`src/rtl/tcb_bist_man_if.sv`:
```
// TCB request/response bundle used by the memory BIST manager.
// The manager drives the request side, the memory under test answers.
interface tcb_bist_man_if #(
    parameter int unsigned AW = 32,
    parameter int unsigned DW = 32,
    parameter int unsigned BW = DW/8
) ();

    logic          vld;
    logic          wen;
    logic [AW-1:0] adr;
    logic [BW-1:0] ben;
    logic [DW-1:0] wdt;
    logic          lck;
    logic          rpt;
    logic          rdy;
    logic [DW-1:0] rdt;
    logic          err;

    modport master (
        output vld, wen, adr, ben, wdt, lck, rpt,
        input  rdy, rdt, err
    );

    modport slave (
        input  vld, wen, adr, ben, wdt, lck, rpt,
        output rdy, rdt, err
    );

endinterface

```
`src/rtl/tcb_bist_man.sv`:
```
// Memory BIST manager: writes seed+i over a word range, reads it back,
// and counts failing responses (bus errors or read data mismatches).
module tcb_bist_man #(
    parameter int unsigned AW  = 32,
    parameter int unsigned DW  = 32,
    parameter int unsigned SW  = 8,
    parameter int unsigned BW  = DW/SW,
    parameter int unsigned DLY = 1
) (
    input  logic          clk,
    input  logic          rst,
    input  logic          cfg_str,
    input  logic [AW-1:0] cfg_adr,
    input  logic [AW-1:0] cfg_len,
    input  logic [DW-1:0] cfg_sed,
    output logic          sts_bsy,
    output logic          sts_dne,
    output logic          sts_fal,
    output logic [AW-1:0] sts_cnt,
    output logic [AW-1:0] sts_adr,
    tcb_bist_man_if.master tcb
);

    localparam int unsigned PD = (DLY > 0) ? DLY : 1;

    typedef enum logic [1:0] {
        IDLE,
        WR,
        RD,
        DRN
    } state_t;

    typedef struct packed {
        logic          vld;
        logic          wen;
        logic [DW-1:0] dat;
        logic [AW-1:0] adr;
    } ent_t;

    state_t        state;
    logic [AW-1:0] idx;
    logic [AW-1:0] base;
    logic [AW-1:0] len;
    logic [DW-1:0] seed;

    logic          vld_q;
    logic          wen_q;
    logic [AW-1:0] adr_q;
    logic [DW-1:0] wdt_q;

    ent_t          pipe [PD];
    ent_t          ent_new;
    ent_t          rsp;

    logic          trn;
    logic          last;
    logic          pend;
    logic          fail;
    logic [DW-1:0] exp_dat;

    assign tcb.vld = vld_q;
    assign tcb.wen = wen_q;
    assign tcb.adr = adr_q;
    assign tcb.wdt = wdt_q;
    assign tcb.ben = '1;
    assign tcb.lck = 1'b0;
    assign tcb.rpt = 1'b0;

    assign trn     = vld_q & tcb.rdy;
    assign last    = (idx == len - AW'(1));
    assign exp_dat = seed + DW'(idx);

    // With DLY=0 the response belongs to the transfer of this very cycle.
    always_comb begin
        ent_new = '{vld: trn, wen: wen_q, dat: exp_dat, adr: adr_q};
        rsp     = (DLY == 0) ? ent_new : pipe[PD-1];
        pend    = 1'b0;
        for (int k = 0; k + 1 < int'(PD); k++) begin
            pend = pend | pipe[k].vld;
        end
        fail = rsp.vld & (tcb.err | (~rsp.wen & (tcb.rdt != rsp.dat)));
    end

    always_ff @(posedge clk) begin
        if (rst) begin
            state   <= IDLE;
            idx     <= '0;
            base    <= '0;
            len     <= '0;
            seed    <= '0;
            vld_q   <= 1'b0;
            wen_q   <= 1'b0;
            adr_q   <= '0;
            wdt_q   <= '0;
            sts_bsy <= 1'b0;
            sts_dne <= 1'b0;
            sts_fal <= 1'b0;
            sts_cnt <= '0;
            sts_adr <= '0;
            for (int k = 0; k < int'(PD); k++) begin
                pipe[k] <= '0;
            end
        end else begin
            if (DLY > 0) begin
                pipe[0] <= ent_new;
            end else begin
                pipe[0] <= '0;
            end
            for (int k = 1; k < int'(PD); k++) begin
                pipe[k] <= pipe[k-1];
            end

            if (fail) begin
                sts_fal <= 1'b1;
                if (sts_cnt != '1) begin
                    sts_cnt <= sts_cnt + AW'(1);
                end
                if (!sts_fal) begin
                    sts_adr <= rsp.adr;
                end
            end

            unique case (state)
                IDLE: begin
                    if (cfg_str) begin
                        base    <= cfg_adr;
                        len     <= cfg_len;
                        seed    <= cfg_sed;
                        idx     <= '0;
                        adr_q   <= cfg_adr;
                        sts_bsy <= 1'b1;
                        sts_dne <= 1'b0;
                        sts_fal <= 1'b0;
                        sts_cnt <= '0;
                        sts_adr <= '0;
                        if (cfg_len == '0) begin
                            state <= DRN;
                        end else begin
                            state <= WR;
                            vld_q <= 1'b1;
                            wen_q <= 1'b1;
                            wdt_q <= cfg_sed;
                        end
                    end
                end
                WR: begin
                    if (trn) begin
                        if (last) begin
                            state <= RD;
                            idx   <= '0;
                            wen_q <= 1'b0;
                            wdt_q <= '0;
                            adr_q <= base;
                        end else begin
                            idx   <= idx + AW'(1);
                            adr_q <= adr_q + AW'(BW);
                            wdt_q <= wdt_q + DW'(1);
                        end
                    end
                end
                RD: begin
                    if (trn) begin
                        if (last) begin
                            state <= DRN;
                            vld_q <= 1'b0;
                        end else begin
                            idx   <= idx + AW'(1);
                            adr_q <= adr_q + AW'(BW);
                        end
                    end
                end
                DRN: begin
                    // The oldest entry retires this cycle; only younger ones keep us here.
                    if (!pend) begin
                        state   <= IDLE;
                        sts_bsy <= 1'b0;
                        sts_dne <= 1'b1;
                    end
                end
                default: state <= IDLE;
            endcase
        end
    end

endmodule

```
`src/flat_wrapper.sv`:
```
// flat-port wrapper written by rule: the top's interface ports become plain ports
module tcb_bist_man_flat 
#(
    parameter int unsigned AW  = 32,
    parameter int unsigned DW  = 32,
    parameter int unsigned SW  = 8,
    parameter int unsigned BW  = DW/SW,
    parameter int unsigned DLY = 1
)
  (clk, rst, cfg_str, cfg_adr, cfg_len, cfg_sed, sts_bsy, sts_dne, sts_fal, sts_cnt, sts_adr, tcb_vld, tcb_wen, tcb_adr, tcb_ben, tcb_wdt, tcb_lck, tcb_rpt, tcb_rdy, tcb_rdt, tcb_err);
  tcb_bist_man_if #(.AW(AW), .DW(DW), .BW(BW)) tcb_i ();
  input  logic clk;
  input  logic rst;
  input  logic cfg_str;
  input  logic [AW-1:0] cfg_adr;
  input  logic [AW-1:0] cfg_len;
  input  logic [DW-1:0] cfg_sed;
  output logic sts_bsy;
  output logic sts_dne;
  output logic sts_fal;
  output logic [AW-1:0] sts_cnt;
  output logic [AW-1:0] sts_adr;
  output wire logic [$bits(tcb_i.vld)-1:0] tcb_vld;
  output wire logic [$bits(tcb_i.wen)-1:0] tcb_wen;
  output wire logic [$bits(tcb_i.adr)-1:0] tcb_adr;
  output wire logic [$bits(tcb_i.ben)-1:0] tcb_ben;
  output wire logic [$bits(tcb_i.wdt)-1:0] tcb_wdt;
  output wire logic [$bits(tcb_i.lck)-1:0] tcb_lck;
  output wire logic [$bits(tcb_i.rpt)-1:0] tcb_rpt;
  input wire logic [$bits(tcb_i.rdy)-1:0] tcb_rdy;
  input wire logic [$bits(tcb_i.rdt)-1:0] tcb_rdt;
  input wire logic [$bits(tcb_i.err)-1:0] tcb_err;
  assign tcb_vld = tcb_i.vld;
  assign tcb_wen = tcb_i.wen;
  assign tcb_adr = tcb_i.adr;
  assign tcb_ben = tcb_i.ben;
  assign tcb_wdt = tcb_i.wdt;
  assign tcb_lck = tcb_i.lck;
  assign tcb_rpt = tcb_i.rpt;
  assign tcb_i.rdy = tcb_rdy;
  assign tcb_i.rdt = tcb_rdt;
  assign tcb_i.err = tcb_err;
  tcb_bist_man #(.AW(AW), .DW(DW), .SW(SW), .BW(BW), .DLY(DLY)) u_core (.clk(clk), .rst(rst), .cfg_str(cfg_str), .cfg_adr(cfg_adr), .cfg_len(cfg_len), .cfg_sed(cfg_sed), .sts_bsy(sts_bsy), .sts_dne(sts_dne), .sts_fal(sts_fal), .sts_cnt(sts_cnt), .sts_adr(sts_adr), .tcb(tcb_i));
endmodule
```
`config.mk`:
```
export PLATFORM = sky130hd
export DESIGN_NAME = tcb_bist_man_flat
export DESIGN_NICKNAME = d
export VERILOG_FILES = /design/src/rtl/tcb_bist_man_if.sv /design/src/rtl/tcb_bist_man.sv /design/src/flat_wrapper.sv
export SDC_FILE = /design/constraint.sdc
export NUM_CORES = 1
export LEC_CHECK = 0
export ABC_AREA = 1
export BUFFER_PORTS_ARGS = -buffer_cell sky130_fd_sc_hd__buf_2
export CAP_MARGIN = 20
export CORE_MARGIN = 3
export CORE_UTILIZATION = 63
export DETAILED_ROUTE_END_ITERATION = 10
export PLACE_DENSITY_LB_ADDON = 0.25
export SYNTH_ARGS = -nofsm -noshare
export SYNTH_HDL_FRONTEND = slang
export SYNTH_SLANG_ARGS = --single-unit
```
`constraint.sdc`:
```
create_clock -name clk -period 3.85 [get_ports clk]
set_input_delay 0.77 -clock clk [delete_from_list [all_inputs] [get_ports clk]]
set_output_delay 0.77 -clock clk [all_outputs]
set_load 0.005 [all_outputs]
```
==> results.py, run 1 <==
metrics = {
    "critical_path": {
        "crit_path_end": "u_core.tcb.adr[3]$_SDFFE_PP0P_",
        "worst_setup_path_start_kind": "register",
        "r2r_cells": 17,
        "worst_reg2reg_startpoint": "u_core.len[0]$_SDFFE_PP0P_",
        "cp_max_fo": 30,
        "worst-endpoint-arrival_ps": 3630,
        "worst_setup_path_type": "reg -> reg",
        "cp-startpoint": "u_core.len[0]$_SDFFE_PP0P_",
        "worst_r2r_endpoint": "u_core.tcb.adr[3]$_SDFFE_PP0P_",
        "rrSetupSlack_ps": 650,
        "crit_required_ps": 4280,
        "end_kind": "register",
    },
    "logic_synthesis": {
        "syn-instance-count": 2977,
        "synth-seq-area-share_pct": 34.2,
        "asyncSetResetFlopFracSynth_pct": 0,
        "synth.lib_cells_used.distinct": 45,
        "synth-edff-count": 0,
        "synth_top_flop_cell": "sky130_fd_sc_hd__dfxtp_1",
        "postSynthAreaPerCell_um2": 6.47,
        "syn-cell-area_mm2": 0.0193,
        "postSynthRegisterBits": 329,
        "number_of_warnings_reported_in_the_yosys_synthesis_log": 0,
    },
    "routing": {
        "avgViaCountPerCell": 5.72,
        "route.final.wire_length_mm": 60.0,
        "initialDrtViolationCount": 1995,
        "route.antenna.remaining_nets": 0,
        "dr.pass1.iters": 6,
        "drt_drc_violations_left": 0,
        "wl_per_cell_um": 16.6,
        "via_total_after_detailed_routing": 20654,
    },
    "floorplanning": {
        "floorplan.die.height_um": 181,
        "pin_count": 272,
        "floorplan.die.width_um": 181,
        "die_area_mm2": 0.0327,
        "initial_utilization_pct": 64.5,
        "core_area_mm2": 0.0299,
        "rows": 63,
    },
    "clocking": {
        "post_cts_buffers": 0,
        "ctsHtreeMaxLevel": 2,
        "clk_transition_reported_paths_ps": 70,
        "cts_resized": 0,
        "cts_tree": "done",
        "cts_root_buffer": "sky130_fd_sc_hd__clkbuf_16",
        "ctsLongestPathBuffers": 3,
        "sinks_on_clock_net": 329,
        "cts_hold_buf": 0,
        "clock_insertion_delay_worst_skew_ps": 530,
        "cts_inserted_buffers": 38,
    },
    "grt": {
        "antenna_found_initial": 14,
        "grt_pass1_vias": 19146,
        "grt_start_max_net_pins": 116,
        "grt_first_pass_wirelength_mm": 96.4,
        "overflow": 0,
        "grtUsageTotal_pct": 35.2,
    },
    "status": {
        "run_status": "completed",
    },
    "job": {
        "max-cap-violations": 0,
    },
    "power_and_ir_drop": {
        "max-vdd-ir-drop_mv": 0.463,
        "power.static_leakage_nw": 10.1,
        "p_per_area_mw_per_mm2": 705,
    },
    "layout": {
        "layout.nets": 3355,
        "area_growth_pct": 14.2,
        "fillCellCount": 2548,
        "drive_gt1_share_pct": 13.1,
    },
    "timing": {
        "skew_ps": 24.7,
        "timing_worst_slew_pin_value_ps": 1040,
        "slew_headroom_pct": 30.7,
        "fin_setup_tns_ps": 0,
        "final_setup_violations": 0,
        "min_period_over_period_pct": 83.2,
        "fmax_ghz": 0.312,
        "worst_hold_slack_ps": 455,
        "maxSlewViolCount": 0,
        "rsz0062_at_grt": "no",
        "report.final.hold_viol_count": 0,
        "period_needed_ps": 3200,
    },
    "min_path": {
        "hold_class": "reg -> reg",
    },
    "place": {
        "portBuffers": 265,
        "gp_congestion": 0.964,
        "detailed_place_hpwl_mm": 43.8,
    },
}
synth_stat cells, types with 2 or more instances:
cell / count / share of area, %
sky130_fd_sc_hd__o211ai_1: 2 / 0.078
sky130_fd_sc_hd__nor2_4: 3 / 0.18
sky130_fd_sc_hd__nor2_2: 10 / 0.32
sky130_fd_sc_hd__a21oi_1: 203 / 5.3
sky130_fd_sc_hd__buf_1: 7 / 0.14
sky130_fd_sc_hd__inv_1: 330 / 6.4
sky130_fd_sc_hd__nor3_1: 61 / 1.6
sky130_fd_sc_hd__buf_6: 3 / 0.18
sky130_fd_sc_hd__o21ai_0: 272 / 7.1
sky130_fd_sc_hd__xnor2_1: 39 / 1.8
sky130_fd_sc_hd__nand2_2: 5 / 0.16
sky130_fd_sc_hd__ha_1: 40 / 2.6
sky130_fd_sc_hd__a21o_1: 3 / 0.12
sky130_fd_sc_hd__inv_2: 4 / 0.078
sky130_fd_sc_hd__nor2_1: 501 / 9.8
sky130_fd_sc_hd__buf_4: 10 / 0.39
sky130_fd_sc_hd__nand3_2: 2 / 0.10
sky130_fd_sc_hd__or2_2: 41 / 1.3
sky130_fd_sc_hd__nand2_1: 596 / 12
sky130_fd_sc_hd__clkbuf_1: 89 / 1.7
sky130_fd_sc_hd__buf_2: 17 / 0.44
sky130_fd_sc_hd__nand4_1: 56 / 1.8
sky130_fd_sc_hd__nand2_4: 2 / 0.12
sky130_fd_sc_hd__clkinv_1: 4 / 0.078
sky130_fd_sc_hd__dfxtp_1: 329 / 34
sky130_fd_sc_hd__nand3b_1: 9 / 0.35
sky130_fd_sc_hd__nand3_1: 133 / 3.5
sky130_fd_sc_hd__and2_1: 3 / 0.097
sky130_fd_sc_hd__nor4_1: 37 / 1.2
sky130_fd_sc_hd__o21bai_1: 12 / 0.47
sky130_fd_sc_hd__xor2_1: 126 / 5.7
sky130_fd_sc_hd__nor3b_1: 3 / 0.12
sky130_fd_sc_hd__and3_1: 2 / 0.065
sky130_fd_sc_hd__conb_1: 2 / 0.039
sky130_fd_sc_hd__or2_1: 3 / 0.097
sky130_fd_sc_hd__o31ai_1: 2 / 0.078
sky130_fd_sc_hd__o21a_1: 7 / 0.27
sky130_fd_sc_hd__a31oi_1: 2 / 0.065
power breakdown:
part | internal, W | switching [W] | total (W)
clock network | 0.00218 | 0.00148 | 0.00366
registers | 0.00435 | 0.00105 | 0.00541
logic | 0.00222 | 0.00423 | 0.00645
total | 0.00876 | 0.00676 | 0.0155
layout by cell type, fill, tap and decap left out, types with 41 or more instances in the layout:
cell and instances:
sky130_fd_sc_hd__nand3_1 133, sky130_fd_sc_hd__o21ai_0 272, sky130_fd_sc_hd__nand2_1 595, sky130_fd_sc_hd__or2_2 41
sky130_fd_sc_hd__nor2_1 500, sky130_fd_sc_hd__dfxtp_1 329, sky130_fd_sc_hd__buf_2 265, sky130_fd_sc_hd__a21oi_1 203
sky130_fd_sc_hd__inv_1 330, sky130_fd_sc_hd__xor2_1 126, sky130_fd_sc_hd__nor3_1 61, sky130_fd_sc_hd__nand4_1 56
through the flow:
stage | setup WS, ps | utilization, % | total power, W | area [um2] | instances
after floorplan | 1320 | - | 0.00980 | 19300 | 2981
after global placement | 789 | 69.4 | 0.0115 | 20700 | 3531
after detailed placement | 731 | 69.4 | 0.0117 | 20700 | 3531
after CTS | 724 | 73.6 | 0.0154 | 22000 | 3598
after global routing | 394 | 73.6 | 0.0166 | 22000 | 3607
final | 646 | 73.7 | 0.0155 | 22000 | 3609
critical path, cell delays in order, from the launching register on:
cell and delay, ps:
sky130_fd_sc_hd__dfxtp_1 320, sky130_fd_sc_hd__inv_1 130, sky130_fd_sc_hd__ha_1 240, sky130_fd_sc_hd__nand2_1 150, sky130_fd_sc_hd__nor2_4 220, sky130_fd_sc_hd__nand2_2 130, sky130_fd_sc_hd__o21bai_1 140, sky130_fd_sc_hd__nand2_1 60
sky130_fd_sc_hd__nor2_1 190, sky130_fd_sc_hd__nand3_1 170, sky130_fd_sc_hd__nor2_4 210, sky130_fd_sc_hd__nand2_4 220, sky130_fd_sc_hd__inv_2 530, sky130_fd_sc_hd__nand2_1 130, sky130_fd_sc_hd__nand3_1 100, sky130_fd_sc_hd__nand2_1 50
sky130_fd_sc_hd__nand2_1 80, sky130_fd_sc_hd__nand2_1 60
state kept, by name (all words and copies together), names as in the netlist:
signal          count
u_core.pipe        66
u_core.base        32
u_core.idx         32
u_core.len         32
u_core.seed        32
u_core.sts_adr     32
u_core.sts_cnt     32
u_core.tcb.adr     32
u_core.tcb.wdt     32
u_core.state        2
u_core.sts_bsy      1
u_core.sts_dne      1
u_core.sts_fal      1
u_core.tcb.vld      1
u_core.tcb.wen      1
worst min-delay path by stage:
| stage | startpoint | end | cells after the start |
|---|---|---|---|
| 6_report | u_core.base[13]$_SDFFE_PP0P_ | u_core.base[13]$_SDFFE_PP0P_ | 2 |
| 3_3_place_gp | u_core.base[2]$_SDFFE_PP0P_ | u_core.base[2]$_SDFFE_PP0P_ | 2 |
| 4_1_cts | u_core.base[13]$_SDFFE_PP0P_ | u_core.base[13]$_SDFFE_PP0P_ | 2 |
| 3_5_place_dp | u_core.base[13]$_SDFFE_PP0P_ | u_core.base[13]$_SDFFE_PP0P_ | 2 |
| 2_1_floorplan | u_core.tcb.wen$_SDFFE_PP0P_ | u_core.pipe[0][64]$_SDFF_PP0_ | 2 |
| 5_1_grt | u_core.base[10]$_SDFFE_PP0P_ | u_core.base[10]$_SDFFE_PP0P_ | 2 |
final cells by class:
cell class	count	area, um2	share of cell area [%]
well taps	390	488	2.22
diodes	11	27.5	0.125
inverters	338	1270	5.78
clock buffers	52	1080	4.93
clock inverters	15	170	0.773
repair buffers	286	1500	6.80
multi-input cells	2188	10900	49.5
flip-flops and latches	329	6590	29.9
cell families (layout without fill, tap and decap cells):
family	after synthesis	after routing	share of synthesized area (%)
DFF	329	329	34.2
buffers and inverters	464	691	9.46
xor gates and xnor gates	165	165	7.50
and+or+nand+nor	1469	1469	32.5
other	2	17	0.0390
AOI/OAI and AO/OA	507	507	13.6
adders and majority gates	41	41	2.70
routing by layer:
metal | global-route usage [%] | part of all wire, %
met1 | 47.9 | 42
met3 | 5.90 | 9.3
met5 | 0 | 0.047
met4 | 11.8 | 3.4
met2 | 57.0 | 45
Note: power is estimated with default switching activity, not from simulation.
==> run 2: changes to the inputs <==
CORE_UTILIZATION = 59   (was 63)
clock period = 3.2 ns   (was 3.85 ns; I/O delays follow)
==> results.py, run 2 (synthesis gave the netlist of run 1 again) <==
metrics = {
    "routing": {
        "via_total_after_detailed_routing": 20370,
        "route.final.wire_length_mm": 60.1,
        "initialDrtViolationCount": 1970,
        "wl_per_cell_um": 16.4,
        "avgViaCountPerCell": 5.57,
        "dr.pass1.iters": 5,
        "route.antenna.remaining_nets": 0,
        "drt_drc_violations_left": 0,
    },
    "floorplanning": {
        "floorplan.die.width_um": 187,
        "floorplan.die.height_um": 187,
        "initial_utilization_pct": 60.4,
        "rows": 65,
        "die_area_mm2": 0.0349,
        "core_area_mm2": 0.0319,
        "pin_count": 272,
    },
    "clocking": {
        "clk_transition_reported_paths_ps": 60,
        "cts_resized": 0,
        "post_cts_buffers": 0,
        "clock_insertion_delay_worst_skew_ps": 530,
        "cts_inserted_buffers": 36,
        "cts_root_buffer": "sky130_fd_sc_hd__clkbuf_16",
        "cts_hold_buf": 0,
        "ctsLongestPathBuffers": 3,
        "sinks_on_clock_net": 329,
        "cts_tree": "done",
        "ctsHtreeMaxLevel": 2,
    },
    "timing": {
        "fin_setup_tns_ps": 0,
        "skew_ps": 24.4,
        "period_needed_ps": 2970,
        "timing_worst_slew_pin_value_ps": 937,
        "final_setup_violations": 0,
        "rsz0062_at_grt": "no",
        "slew_headroom_pct": 37.4,
        "min_period_over_period_pct": 92.7,
        "maxSlewViolCount": 0,
        "fmax_ghz": 0.337,
        "report.final.hold_viol_count": 0,
    },
    "critical_path": {
        "r2r_cells": 9,
        "worst_reg2reg_startpoint": "u_core.state[1]$_SDFFE_PP0P_",
        "worst_setup_path_start_kind": "register",
        "worst-endpoint-arrival_ps": 3360,
        "cp_max_fo": 33,
        "path_delay_family": "simple AND/OR/NAND/NOR gates",
        "crit_required_ps": 3590,
        "worst_setup_path_type": "reg -> reg",
        "rrSetupSlack_ps": 230,
        "critPathMaxStageDelay_ps": 460,
        "critPathBufInv": 2,
        "critical_path.slowest_cell": "sky130_fd_sc_hd__ha_1",
        "worst_r2r_endpoint": "u_core.tcb.wdt[9]$_SDFFE_PP0P_",
        "crit_path_cell_trace": "inv_1 > ha_1 > nand3_1 > nor4_2 > nand3_1 > nand2_1 > inv_1 > o21ai_0 > a21oi_1",
        "end_kind": "register",
    },
    "grt": {
        "overflow": 0,
        "grtUsageTotal_pct": 33.2,
        "grt_first_pass_wirelength_mm": 96.7,
        "grt_start_max_net_pins": 88,
        "antenna_found_initial": 10,
        "grt_pass1_vias": 18887,
    },
    "min_path": {
        "min-delay-start": "cfg_len[20]",
        "hold_class": "in -> reg",
        "hold_end": "u_core.len[20]$_SDFFE_PP0P_",
        "min_delay_path_depth": 3,
    },
    "place": {
        "portBuffers": 265,
        "detailed_place_hpwl_mm": 44.4,
        "gp_congestion": 0.984,
        "detailed_place.area_mm2": 0.0209,
    },
    "layout": {
        "drive_gt1_share_pct": 13.3,
        "area_growth_pct": 14.8,
        "commonest_cells_after_routing_fill_and_taps_aside": "595 x sky130_fd_sc_hd__nand2_1, 500 x sky130_fd_sc_hd__nor2_1, 330 x sky130_fd_sc_hd__inv_1, 329 x sky130_fd_sc_hd__dfxtp_1, 272 x sky130_fd_sc_hd__o21ai_0",
        "final_common_cell": "sky130_fd_sc_hd__nand2_1",
        "flip_flop_count_of_the_largest_register_all_copies_and_words_added": 66,
        "fin_area_mm2": 0.0221,
        "layout.nets": 3368,
        "fillCellCount": 2901,
        "top_register": "u_core.pipe",
    },
    "job": {
        "max-cap-violations": 0,
    },
    "power_and_ir_drop": {
        "power.static_leakage_nw": 10.1,
        "p_per_area_mw_per_mm2": 835,
        "max-vdd-ir-drop_mv": 0.581,
    },
    "status": {
        "run_status": "completed",
    },
}
run 2: area by class of cell:
| class | instances | area [um2] | share of cell area [%] |
|---|---|---|---|
| flip-flops and latches | 329 | 6590 | 29.8 |
| clock buffers | 50 | 1040 | 4.72 |
| well taps | 435 | 544 | 2.46 |
| diodes | 6 | 15.0 | 0.0679 |
| clock inverters | 10 | 115 | 0.520 |
| inverters | 338 | 1270 | 5.75 |
| multi-input cells | 2188 | 10900 | 49.2 |
| repair buffers | 301 | 1660 | 7.50 |
run 2: per-layer routing:
| metal | part of all wire [%] | vias up | GRT usage [%] |
|---|---|---|---|
| li1 | - | 9962 | - |
| met2 | 45 | 873 | 53.9 |
| met4 | 2.9 | 6 | 10.4 |
| met3 | 8.1 | 129 | 4.75 |
| met5 | 0.057 | - | 0 |
| met1 | 44 | 9400 | 45.8 |
run 2: worst max path at each step:
stage               slack (ps)                    startpoint  cells past startpoint                              end
global route                60    u_core.len[0]$_SDFFE_PP0P_                     20      u_core.idx[12]$_SDFFE_PP0P_
CTS                        200  u_core.state[1]$_SDFFE_PP0P_                      9   u_core.tcb.wdt[9]$_SDFFE_PP0P_
detailed placement         170                    cfg_len[9]                      9   u_core.tcb.wdt[8]$_SDFFE_PP0P_
floorplan                  670    u_core.idx[0]$_SDFFE_PP0P_                     16    u_core.pipe[0][56]$_SDFF_PP0_
finish                     230  u_core.state[1]$_SDFFE_PP0P_                      9   u_core.tcb.wdt[9]$_SDFFE_PP0P_
global placement           230                    cfg_len[9]                      9  u_core.tcb.wdt[21]$_SDFFE_PP0P_
run 2: report_power, final:
| part | switching [W] | leakage (nW) | total, W | internal (W) |
|---|---|---|---|---|
| Combinational | 0.00510 | 6.87 | 0.00785 | 0.00274 |
| Clock | 0.00170 | 0.563 | 0.00413 | 0.00244 |
| Sequential | 0.00126 | 2.70 | 0.00649 | 0.00524 |
| Total | 0.00805 | 10.1 | 0.0185 | 0.0104 |
run 2: worst reg2reg max path: stages (launching register included):
cell and delay [ps]:
sky130_fd_sc_hd__dfxtp_1 350, sky130_fd_sc_hd__inv_1 100, sky130_fd_sc_hd__ha_1 460, sky130_fd_sc_hd__nand3_1 170
sky130_fd_sc_hd__nor4_2 420, sky130_fd_sc_hd__nand3_1 300, sky130_fd_sc_hd__nand2_1 170, sky130_fd_sc_hd__inv_1 400
sky130_fd_sc_hd__o21ai_0 390, sky130_fd_sc_hd__a21oi_1 80
run 2: per-stage QoR:
step	worst slack, ps	power, W	util, %	cells	hold slack [ps]
CTS	199	0.0184	69.3	3651	383
global route	57.8	0.0198	69.4	3657	421
global placement	226	0.0139	65.7	3591	440
finish	234	0.0185	69.4	3657	398
floorplan	666	0.0118	-	2981	429
detailed placement	167	0.0142	65.7	3591	444
==> run 3: changes to the inputs <==
REMOVE_ABC_BUFFERS = 1   (was default)
==> results.py, run 3 (synthesis gave the netlist of run 1 again) <==
metrics = {
    "grt": {
        "grt_start_max_net_pins": 78,
        "overflow": 0,
        "grtUsageTotal_pct": 32.8,
        "grt_first_pass_wirelength_mm": 95.6,
        "grt_pass1_vias": 18795,
        "antenna_found_initial": 5,
    },
    "routing": {
        "drt_drc_violations_left": 0,
        "initialDrtViolationCount": 1602,
        "avgViaCountPerCell": 5.54,
        "route.antenna.remaining_nets": 0,
        "dr.pass1.iters": 5,
        "route.final.wire_length_mm": 59.5,
        "wl_per_cell_um": 16.2,
        "via_total_after_detailed_routing": 20304,
    },
    "timing": {
        "fmax_ghz": 0.337,
        "skew_ps": 25.7,
        "fin_setup_tns_ps": 0,
        "slew_headroom_pct": 37.1,
        "min_period_over_period_pct": 92.7,
        "maxSlewViolCount": 0,
        "timing_worst_slew_pin_value_ps": 937,
        "report.final.hold_viol_count": 0,
        "period_needed_ps": 2960,
        "final_setup_violations": 0,
        "rsz0062_at_grt": "no",
    },
    "critical_path": {
        "worst_setup_path_type": "reg -> reg",
        "crit_required_ps": 3630,
        "r2r_cells": 16,
        "crit_path_end": "u_core.pipe[0][56]$_SDFF_PP0_",
        "worst_setup_path_start_kind": "register",
        "rrSetupSlack_ps": 240,
        "cp-startpoint": "u_core.idx[0]$_SDFFE_PP0P_",
        "worst_reg2reg_startpoint": "u_core.idx[0]$_SDFFE_PP0P_",
        "worst_r2r_endpoint": "u_core.pipe[0][56]$_SDFF_PP0_",
        "cp_max_fo": 6,
        "end_kind": "register",
        "worst-endpoint-arrival_ps": 3400,
    },
    "clocking": {
        "ctsHtreeMaxLevel": 2,
        "sinks_on_clock_net": 329,
        "cts_root_buffer": "sky130_fd_sc_hd__clkbuf_16",
        "cts_inserted_buffers": 36,
        "ctsLongestPathBuffers": 3,
        "clk_transition_reported_paths_ps": 60,
        "clock_insertion_delay_worst_skew_ps": 550,
        "post_cts_buffers": 0,
        "cts_tree": "done",
    },
    "layout": {
        "final_common_cell": "sky130_fd_sc_hd__nand2_1",
        "drive_gt1_share_pct": 13.6,
        "multi_input_comb_area_mm2": 0.0109,
        "flip_flop_count_of_the_largest_register_all_copies_and_words_added": 66,
        "layout.nets": 3372,
        "fin_cells": 3666,
        "commonest_cells_after_routing_fill_and_taps_aside": "595 x sky130_fd_sc_hd__nand2_1, 500 x sky130_fd_sc_hd__nor2_1, 330 x sky130_fd_sc_hd__inv_1, 329 x sky130_fd_sc_hd__dfxtp_1, 272 x sky130_fd_sc_hd__o21ai_0",
        "total_area_of_sequential_cells_mm2": 0.00659,
        "top_register": "u_core.pipe",
        "fillCellCount": 2887,
        "area_growth_pct": 15.7,
    },
    "place": {
        "placedCellCount": 3595,
        "portBuffers": 265,
        "detailed_place_hpwl_mm": 43.7,
        "gp_congestion": 0.966,
    },
    "floorplanning": {
        "pin_count": 272,
        "initial_utilization_pct": 60.4,
        "floorplan.die.height_um": 187,
        "die_area_mm2": 0.0349,
        "rows": 65,
        "core_area_mm2": 0.0319,
        "floorplan.die.width_um": 187,
    },
    "power_and_ir_drop": {
        "max-vdd-ir-drop_mv": 0.528,
        "p_per_area_mw_per_mm2": 848,
        "power.static_leakage_nw": 10.2,
        "power.total_w": 0.0189,
    },
    "status": {
        "run_status": "completed",
    },
    "job": {
        "max-cap-violations": 0,
    },
    "min_path": {
        "hold_class": "in -> reg",
    },
}
run 3: timing repair:
| action | in CTS | in global routing |
|---|---|---|
| hold buffers | 0 | 0 |
| resized for setup | 0 | 1 |
| setup endpoints to repair | 0 | 1 |
run 3: how the worst min path moves through the flow:
stage	start	endpoint	slack (ps)	cells past startpoint
floorplan	u_core.tcb.wen$_SDFFE_PP0P_	u_core.pipe[0][64]$_SDFF_PP0_	430	2
global placement	u_core.base[8]$_SDFFE_PP0P_	u_core.base[8]$_SDFFE_PP0P_	440	2
detailed placement	u_core.base[15]$_SDFFE_PP0P_	u_core.base[15]$_SDFFE_PP0P_	440	2
CTS	cfg_len[29]	u_core.len[29]$_SDFFE_PP0P_	370	3
global route	cfg_len[22]	u_core.len[22]$_SDFFE_PP0P_	390	3
finish	cfg_len[30]	u_core.len[30]$_SDFFE_PP0P_	370	3
run 3: worst max-delay path: stages, from the launching register on:
cell                       delay, ps
sky130_fd_sc_hd__dfxtp_1         520
sky130_fd_sc_hd__ha_1            240
sky130_fd_sc_hd__inv_1            60
sky130_fd_sc_hd__fa_1            390
sky130_fd_sc_hd__nand3b_1        170
sky130_fd_sc_hd__nand2_1         100
sky130_fd_sc_hd__inv_1            50
sky130_fd_sc_hd__o21bai_1        160
sky130_fd_sc_hd__inv_1            60
sky130_fd_sc_hd__o21bai_1        260
sky130_fd_sc_hd__a21oi_1         160
sky130_fd_sc_hd__o21bai_1        310
sky130_fd_sc_hd__nand3_1         130
sky130_fd_sc_hd__nand2_1         100
sky130_fd_sc_hd__nand2_1          50
sky130_fd_sc_hd__nand2_1          50
sky130_fd_sc_hd__nor2_1           40
run 3: power by group:
| part | total [W] | internal (W) | leakage [nW] | switching (W) |
|---|---|---|---|---|
| Clock | 0.00457 | 0.00276 | 0.639 | 0.00181 |
| Combinational | 0.00783 | 0.00277 | 6.88 | 0.00506 |
| Sequential | 0.00651 | 0.00524 | 2.70 | 0.00127 |
| Total | 0.0189 | 0.0108 | 10.2 | 0.00814 |
run 3: through the flow:
step	utilization [%]	hold WS (ps)	instance area [um2]	worst slack [ps]
2_1_floorplan	-	429	18700	-2200
3_3_place_gp	65.8	439	21000	392
3_5_place_dp	65.8	442	21000	315
4_1_cts	69.9	370	22300	313
5_1_grt	69.9	390	22300	35.5
6_report	69.9	373	22300	235
run 3: area by class of cell:
type,instances,share of cell area [%]
Antenna cell,5,0.0561
Clock buffer,45,4.37
Clock inverter,21,1.45
Inverter,338,5.70
Multi-Input combinational cell,2188,48.9
Sequential cell,329,29.5
Tap cell,435,2.44
Timing Repair Buffer,305,7.58
run 3: layer usage:
layer / GRT usage [%] / part of all wire, % / wire, um
met5: 0 / 0.024 / 14
met4: 11.0 / 3.3 / 1950
met3: 4.66 / 8.6 / 5090
met2: 52.5 / 44 / 26400
met1: 45.7 / 44 / 26000
